<file path="src/rtl/ula_pkg.sv">
// ula_pkg: constants shared by the operand loader and the ALU stage.
//   - estado_t   : loader FSM encoding, also shown on the LEDs
//   - OP_*       : ALU selector codes (100-111 are unused)
//   - DEBOUNCE_CICLOS_PADRAO : simulation default for the key debouncer
package ula_pkg;

  typedef enum logic [1:0] {
    CARREGA_A  = 2'b00,
    CARREGA_B  = 2'b01,
    CARREGA_OP = 2'b10,
    VALIDO     = 2'b11
  } estado_t;

  localparam logic [2:0] OP_SOMA = 3'b000;
  localparam logic [2:0] OP_SUB  = 3'b001;
  localparam logic [2:0] OP_AND  = 3'b010;
  localparam logic [2:0] OP_OR   = 3'b011;

  // Board builds override this with 500000 (10 ms at 50 MHz).
  localparam int DEBOUNCE_CICLOS_PADRAO = 4;

endpackage

</file>
<file path="src/rtl/debounce_botao.sv">
// debounce_botao: 2-flop synchronizer plus debouncer for an active-low key.
//   clk    : system clock, rising edge
//   rst    : synchronous active-high reset (key treated as released)
//   key_n  : raw bouncing push-button, active-low, asynchronous
//   evento : one-cycle press pulse, high on the edge the stable level
//            goes 1->0 (releases produce nothing)
module debounce_botao
  import ula_pkg::*;
#(
  parameter int DEBOUNCE_CICLOS = DEBOUNCE_CICLOS_PADRAO
) (
  input  logic clk,
  input  logic rst,
  input  logic key_n,
  output logic evento
);

  localparam int CNT_W = (DEBOUNCE_CICLOS > 1) ? $clog2(DEBOUNCE_CICLOS) : 1;
  localparam logic [CNT_W-1:0] CNT_MAX = CNT_W'(DEBOUNCE_CICLOS - 1);

  logic             sync1;
  logic             sync2;
  logic             estavel;
  logic [CNT_W-1:0] cnt;
  logic             muda;

  // The stable level flips on the edge where the DEBOUNCE_CICLOS-th
  // consecutive disagreeing sample is seen.
  assign muda = (sync2 != estavel) && (cnt == CNT_MAX);

  // NOTE: evento is decoded combinationally from registers so the FSM acts
  // on the very edge the stable level falls, not one cycle later.
  assign evento = muda && estavel;

  always_ff @(posedge clk) begin
    if (rst) begin
      sync1   <= 1'b1;
      sync2   <= 1'b1;
      estavel <= 1'b1;
      cnt     <= '0;
    end else begin
      // NOTE: non-blocking assignments make sync1->sync2 a true two-stage
      // shift; blocking ones would collapse the synchronizer to one flop.
      sync1 <= key_n;
      sync2 <= sync1;
      if (sync2 == estavel) begin
        cnt <= '0;
      end else if (muda) begin
        estavel <= sync2;
        cnt     <= '0;
      end else begin
        cnt <= cnt + 1'b1;
      end
    end
  end

endmodule

</file>
<file path="src/rtl/carregador_operandos.sv">
// carregador_operandos: loads A, B and the ALU selector/carry-in from
// switches, one key press per step, and holds the set until consumed.
//   clk, rst    : clock and synchronous active-high reset
//   key_n       : raw push-button (active-low)
//   sw_dados    : 4-bit operand switches (A or B)
//   sw_op       : 3-bit ALU selector switches
//   sw_cin      : carry-in switch
//   aceito      : downstream stage consumed the operand set
//   a, b        : registered operands
//   seletor,cin : registered ALU selector and carry-in
//   valido      : complete operand set available
//   op_invalida : valid set carries an unused selector (1xx)
//   estado      : current FSM state for the LEDs
module carregador_operandos
  import ula_pkg::*;
#(
  parameter int DEBOUNCE_CICLOS = DEBOUNCE_CICLOS_PADRAO
) (
  input  logic       clk,
  input  logic       rst,
  input  logic       key_n,
  input  logic [3:0] sw_dados,
  input  logic [2:0] sw_op,
  input  logic       sw_cin,
  input  logic       aceito,
  output logic [3:0] a,
  output logic [3:0] b,
  output logic [2:0] seletor,
  output logic       cin,
  output logic       valido,
  output logic       op_invalida,
  output logic [1:0] estado
);

  estado_t state;
  logic    evento;

  debounce_botao #(
    .DEBOUNCE_CICLOS(DEBOUNCE_CICLOS)
  ) u_debounce (
    .clk   (clk),
    .rst   (rst),
    .key_n (key_n),
    .evento(evento)
  );

  // Switches are quasi-static and read only on the event edge, so they are
  // deliberately not synchronized.
  always_ff @(posedge clk) begin
    if (rst) begin
      state   <= CARREGA_A;
      a       <= '0;
      b       <= '0;
      seletor <= '0;
      cin     <= 1'b0;
      valido  <= 1'b0;
    end else begin
      unique case (state)
        CARREGA_A: if (evento) begin
          a     <= sw_dados;
          state <= CARREGA_B;
        end
        CARREGA_B: if (evento) begin
          b     <= sw_dados;
          state <= CARREGA_OP;
        end
        CARREGA_OP: if (evento) begin
          seletor <= sw_op;
          cin     <= sw_cin;
          valido  <= 1'b1;
          state   <= VALIDO;
        end
        // Presses are dropped here, including one coinciding with aceito.
        VALIDO: if (aceito) begin
          valido <= 1'b0;
          state  <= CARREGA_A;
        end
        default: state <= CARREGA_A;
      endcase
    end
  end

  assign estado      = state;
  assign op_invalida = (state == VALIDO) && seletor[2];

endmodule

</file>
<file path="config.mk">
export PLATFORM = sky130hd
export DESIGN_NAME = carregador_operandos
export DESIGN_NICKNAME = d
export VERILOG_FILES = /design/src/rtl/ula_pkg.sv /design/src/rtl/debounce_botao.sv /design/src/rtl/carregador_operandos.sv
export SDC_FILE = /design/constraint.sdc
export NUM_CORES = 1
export LEC_CHECK = 0
export CORE_UTILIZATION = 46
export CTS_BUF_LIST = sky130_fd_sc_hd__clkbuf_2 sky130_fd_sc_hd__clkbuf_4 sky130_fd_sc_hd__clkbuf_8
export CTS_CLUSTER_DIAMETER = 50
export DETAILED_ROUTE_END_ITERATION = 7
export PLACE_DENSITY = 0.8
export SYNTH_ARGS = -nofsm -noshare
export SYNTH_HDL_FRONTEND = slang
export SYNTH_SLANG_ARGS = --single-unit
</file>
<file path="constraint.sdc">
create_clock -name clk -period 2.35 [get_ports clk]
set_input_delay 0.3525 -clock clk [delete_from_list [all_inputs] [get_ports clk]]
set_output_delay 0.3525 -clock clk [all_outputs]
set_load 0.01 [all_outputs]
</file>
==> reports/qor.txt, run 1 <==
most common cell after layout, fill and taps aside -> clkdlybuf4s50_1
Post-DRT Antenna Nets -> 0
WS Path Type -> flop to output port
sequential area share after synthesis -> 46.2%
gp weighted congestion -> 0.751
syn avg cell area -> 10.3 µm²
most frequent cells in the layout -> clkdlybuf4s50_1 (27), dfxtp_1 (20), mux2i_1 (14), nor2_1 (14), ha_1 (6)
PnR Total Power -> 604 µW
initial antenna violation count -> 0
Final Hold Vio Count -> 0
Synth Area in XOR/XNOR -> 1.01%
H-tree depth -> 1
cell count after synthesis -> 84
nets -> 131
Final Critical Period -> 1.96 ns
# Post-CTS Setup Buffers -> 0
placeable core area -> 0.00175 mm²
routed vias -> 654
WL/cell -> 11.7 µm
Setup violations, final -> 0
maximum VDD drop -> 0.428 mV
Total Wirelength -> 1.60 mm
syn_nets -> 102
clock root cell -> clkbuf_4
DRC viols -> 0
die height -> 45.4 µm
Synth cell types -> 22
yosys warns -> 0
Worst path depth -> 3
Leakage -> 0.000533 µW
CP startpoint kind -> flop
DRT Pass-1 Iters -> 2
Placement Setup Slack -> 0.567 ns
DIE AREA -> 0.00206 mm²
RSZ-0062 raised after global routing -> false
Slew Limit Fails -> 0
Compound-Gate Fraction of Synth Area -> 5.77%
Final WS setup -> 0.386 ns
Post-Synth Simple-Gate Area -> 18.6%
outcome -> completed
cells on worst reg2reg path -> 5
IO buf count -> 27
Post-Synth Adder-Cell Area -> 8.66%
setup TNS -> 0 ns
number of CTS-inserted buffers -> 3
CP peak stage delay -> 0.53 ns
r2r startpoint -> estado[0]
CTS tree -> built
Worst R2R Setup Slack -> 0.55 ns
area grow syn2layout -> 38.0%
CP Data Arrival Time -> 1.61 ns
multiplexer share of the synthesized area -> 16.2%
Site Rows -> 15
Sink Count -> 20
Critical-path top delay cell -> clkdlybuf4s50_1
largest net degree at the start of global routing -> 14
Critical R2R Capture -> estado[0]
Mapped Area -> 867 µm²
Top-Level Pins -> 28
largest family of logic cells by synthesized area -> simple AND/OR/NAND/NOR gates
cts hold-fix bufs -> 0
vias in the first global route -> 595
kind of end point of the critical path -> output port
Achievable Freq -> 0.509 GHz
Via density -> 4.77
synthesized flop and latch total -> 20
Total GRT Usage -> 16.8%
worst path cell trace -> ha_1 -> and2_1 -> clkdlybuf4s50_1
Pwr per Cell Area -> 505 mW/mm²
clk slew on worst S/H paths -> 0.11 ns
Detailed Place HPWL -> 1.21 mm
total grt overflow -> 0
Slew HR -> 70.0%
Worst Path Required -> 2.00 ns
# diodes -> 0
Skew-Pair Late Insertion Delay -> 0.30 ns
Worst setup startpoint -> estado[1]
first-pass GRT wire length -> 2.42 mm
Worst Tran Pin Value -> 0.449 ns
DIE WIDTH -> 45.4 µm
drt initial violations -> 10
CP bufs+invs -> 1
Worst Setup EP -> op_invalida
fin crit share -> 83.6%
Initial Util -> 49.7%
Crit Path Max Fanout -> 5
clk buf depth -> 2
worst hold path class -> flop to flop
share of layout cells above drive strength 1 -> 8.93%
post-cts sizing count -> 0
clock skew -> 0.00506 ns
max cap viols -> 0
cell family with most CP delay -> buffers and inverters
## worst min path at each step
stage	start	to	slack [ns]	cells after the start
after global placement	u_debounce.sync1	u_debounce.sync2	0.40	1
final	u_debounce.sync1	u_debounce.sync2	0.42	1
after CTS	u_debounce.sync1	u_debounce.sync2	0.43	1
after detailed placement	u_debounce.sync1	u_debounce.sync2	0.40	1
after global routing	u_debounce.sync1	u_debounce.sync2	0.45	1
after floorplan	u_debounce.sync1	u_debounce.sync2	0.39	1
## state kept, by name, summed over array words and instances (netlist names)
| signal | flops |
|---|---|
| cin | 1 |
| u_debounce.sync1 | 1 |
| estado | 2 |
| u_debounce.cnt | 2 |
| u_debounce.estavel | 1 |
| a | 4 |
| seletor | 3 |
| valido | 1 |
| u_debounce.sync2 | 1 |
| b | 4 |
## cells in the mapped netlist
master | count | share of area [%]
inv_1 | 4 | 1.7
nor2b_1 | 2 | 1.4
or3_1 | 1 | 0.72
dfxtp_1 | 20 | 46
a211oi_2 | 1 | 1.4
nor2_1 | 14 | 6.1
nand3b_1 | 1 | 0.87
xnor2_1 | 1 | 1.0
nand4b_1 | 3 | 3.0
a2111oi_2 | 1 | 1.7
buf_2 | 1 | 0.58
ha_1 | 6 | 8.7
nand2b_1 | 3 | 2.2
mux2i_1 | 14 | 16
clkbuf_1 | 3 | 1.3
or2_2 | 2 | 1.4
or3_4 | 1 | 1.3
and2_1 | 1 | 0.72
o22ai_1 | 1 | 0.72
a21o_1 | 1 | 0.87
nand2_1 | 2 | 0.87
a211o_1 | 1 | 1.0
## report_power, final
group          leakage (µW)  total (µW)  internal, µW  switching, µW
Clock             0.0000210         198          94.4            103
Combinational      0.000350        59.3          36.3           23.0
Sequential         0.000162         347           343           3.63
## layer usage
layer / part of all wire [%] / global-route usage (%) / up-vias
met5: 0 / 0 / -
met4: 1.3 / 10.9 / 0
met3: 4.8 / 3.17 / 2
met2: 47 / 27.1 / 17
met1: 46 / 20.3 / 301
li1: - / - / 334
## cell type report
cell class | count | area [µm²]
fillers | 143 | 549
multi-input cells | 56 | 435
flip-flops and latches | 20 | 400
repair buffers | 28 | 278
clock buffers | 4 | 36.3
well taps | 25 | 31.3
inverters | 4 | 15.0
## kinds of logic (layout without fill, tap and decap cells)
group / after synthesis / count (layout)
AO/OA/AOI/OAI: 5 / 5
XOR/XNOR: 1 / 1
adder cells (fa/ha/maj): 6 / 6
buffers and inverters: 8 / 36
flip-flops: 20 / 20
multiplexers: 14 / 14
AND/OR/NAND/NOR: 30 / 30
## through the flow
step / cells / hold slack (ns) / instance area (µm²) / utilization, %
after CTS: 137 / 0.427 / 1200 / 68.5
after floorplan: 84 / 0.389 / 867 / -
final: 137 / 0.424 / 1200 / 68.5
after global routing: 137 / 0.445 / 1200 / 68.5
after global placement: 133 / 0.396 / 1160 / 66.5
after detailed placement: 133 / 0.396 / 1160 / 66.5
Power figures use the tool's default switching activity.
==> run 2: changes to the inputs <==
- CORE_UTILIZATION: 46 -> 42
- PLACE_DENSITY: 0.8 -> 0.77
- clock period: 2.35 -> 1.6 ns (I/O delays scaled with it)
==> reports/qor.txt, run 2 (synthesized netlist as in run 1, its figures left out) <==
Worst Tran Pin Value -> 0.347 ns (-0.102 ns)
share of layout cells above drive strength 1 -> 15.7% (+6.7 points)
Sink Count -> 20 (unchanged)
filler instances -> 158 (+10%)
most frequent cells in the layout -> clkdlybuf4s50_1 (26), dfxtp_1 (18), mux2i_1 (14), nor2_1 (14)
fin crit share -> 97.0%
worst hold path class -> flop to flop
area grow syn2layout -> 46.6%
Achievable Freq -> 0.644 GHz
r2r startpoint -> estado[1]
most common cell after layout, fill and taps aside -> clkdlybuf4s50_1
Via density -> 4.67 (-2.2%)
total grt overflow -> 0 (unchanged)
Multi-input gate area -> 463 µm² (+6.3%)
Sw Ratio -> 19.9% (-1.6 points)
clk slew on worst S/H paths -> 0.11 ns (about the same)
Crit Path Max Fanout -> 4 (-1)
Initial Util -> 44.7% (-5.0 points)
Skew-Pair Late Insertion Delay -> 0.30 ns (about the same)
Total GRT Usage -> 16.4% (-0.41 points)
DRC viols -> 0 (unchanged)
kind of end point of the critical path -> output port
routed vias -> 663 (+1.4%)
outcome -> completed
Setup violations, final -> 0 (unchanged)
power share of the clock group -> 40.4% (+7.7 points)
CTS tree -> built
Worst Path Required -> 1.36 ns (-0.64 ns)
final core occ -> 65.5% (-3.1 points)
Leakage -> 0.000560 µW (+5.1%)
cts hold-fix bufs -> 0 (unchanged)
H-tree depth -> 1 (unchanged)
Final Hold Vio Count -> 0 (unchanged)
Slew Limit Fails -> 0 (unchanged)
Site Rows -> 16 (+1)
internal power -> 813 µW (+72%)
placed cell area -> 0.00120 mm² (+3.9%)
largest net degree at the start of global routing -> 13 (-1)
Post-DRT Antenna Nets -> 0 (unchanged)
Total Wirelength -> 1.63 mm (+1.8%)
Reg area -> 408 µm² (+1.9%)
die height -> 47.4 µm (+4.4%)
DRT Pass-1 Iters -> 2 (unchanged)
part of the power in registers -> 50.3% (-7.2 points)
Pwr per Cell Area -> 799 mW/mm² (+58%)
# diodes -> 0 (unchanged)
Worst setup startpoint -> estado[0]
vias in the first global route -> 595 (unchanged)
clock skew -> 0.00313 ns (-0.00193 ns)
WL/cell -> 11.5 µm (-1.8%)
CP startpoint kind -> flop
worst hold start -> u_debounce.sync1
Detailed Place HPWL -> 1.24 mm (+2.6%)
Gate power share -> 9.4% (-0.4 points)
Switch Pwr -> 203 µW (+56%)
placeable core area -> 0.00194 mm² (+11%)
IO buf count -> 27 (unchanged)
Final Critical Period -> 1.55 ns
Slew HR -> 76.8% (+6.8 points)
CP Data Arrival Time -> 1.31 ns (-0.30 ns)
drt initial violations -> 2 (-8)
Post-Layout Inst Area -> 0.00127 mm² (+6.3%)
WS Path Type -> flop to output port
gp weighted congestion -> 0.729 (-2.8%)
initial antenna violation count -> 0 (unchanged)
nets -> 134 (+2.3%)
Top-Level Pins -> 28 (unchanged)
largest registers -> a (4), b (4), seletor (3)
first-pass GRT wire length -> 2.60 mm (+7.7%)
clock root cell -> clkbuf_4
setup TNS -> 0 ns (unchanged)
DIE AREA -> 0.00225 mm² (+9.1%)
DIE WIDTH -> 47.4 µm (+4.4%)
clk buf depth -> 2 (unchanged)
number of CTS-inserted buffers -> 3 (unchanged)
RSZ-0062 raised after global routing -> false
max cap viols -> 0 (unchanged)
maximum VDD drop -> 0.561 mV (+31%)
## run 2: worst max-delay path, cell delays in order, from the launching register on
cell	delay, ns
dfxtp_4	0.38
ha_2	0.21
and2_1	0.15
dlygate4sd2_1	0.28
## run 2: final cells by class
class	count	share of cell area (%)
multi-input combinational	56	36.4
sequential	20	32.1
timing repair buffer	31	23.5
tap	27	2.66
clock inverter	1	2.36
clock buffer	3	1.77
inverter	4	1.18
## run 2: what timing repair did
action / 4_1_cts / 5_1_grt
resized for setup: 3 / 1
setup endpoints to repair: 2 / 2
pin swaps: 1 / 0
buffers inserted: 0 / 1
endpoints found under the hold margin: 0 / 0
## run 2: through the flow
step | power [µW] | cells | setup slack [ns] | hold WS, ns
after floorplan | 571 | 84 | 0.0251 | 0.344
after global placement | 615 | 137 | 0.0353 | 0.393
after detailed placement | 618 | 137 | -0.00504 | 0.398
after CTS | 1030 | 141 | 0.0349 | 0.429
after global routing | 1050 | 142 | 0.000796 | 0.447
final | 1020 | 142 | 0.0474 | 0.424
## run 2: worst paths after layout
path | slack, ns | to | depth (start not counted)
setup reg to reg | 0.05 | estado[0] | 5
setup / recovery | 0.05 | op_invalida | 3
hold / removal | 0.42 | u_debounce.sync2 | 1
hold reg to reg | 0.42 | u_debounce.sync2 | 1
## run 2: routing by layer
| layer | track usage (%) | vias to the layer above | wire length (µm) |
|---|---|---|---|
| met4 | 6.86 | 0 | 13 |
| met3 | 2.26 | 2 | 45 |
| met2 | 26.0 | 9 | 827 |
| li1 | - | 344 | - |
| met5 | 0 | - | 0 |
| met1 | 22.4 | 308 | 742 |
## run 2: power groups by stage
stage | registers, µW | clock network [µW] | logic [µW]
2_1_floorplan | 523 | 0 | 47.4
3_3_place_gp | 522 | 0 | 92.9
3_5_place_dp | 523 | 0 | 95.3
4_1_cts | 510 | 421 | 95.8
5_1_grt | 512 | 436 | 104
6_report | 511 | 410 | 95.1
==> run 3: changes to the inputs <==
- SETUP_SLACK_MARGIN: not set -> 0.02
==> results of run 3 <==
The final DEF is identical to that of run 2. Status: completed.
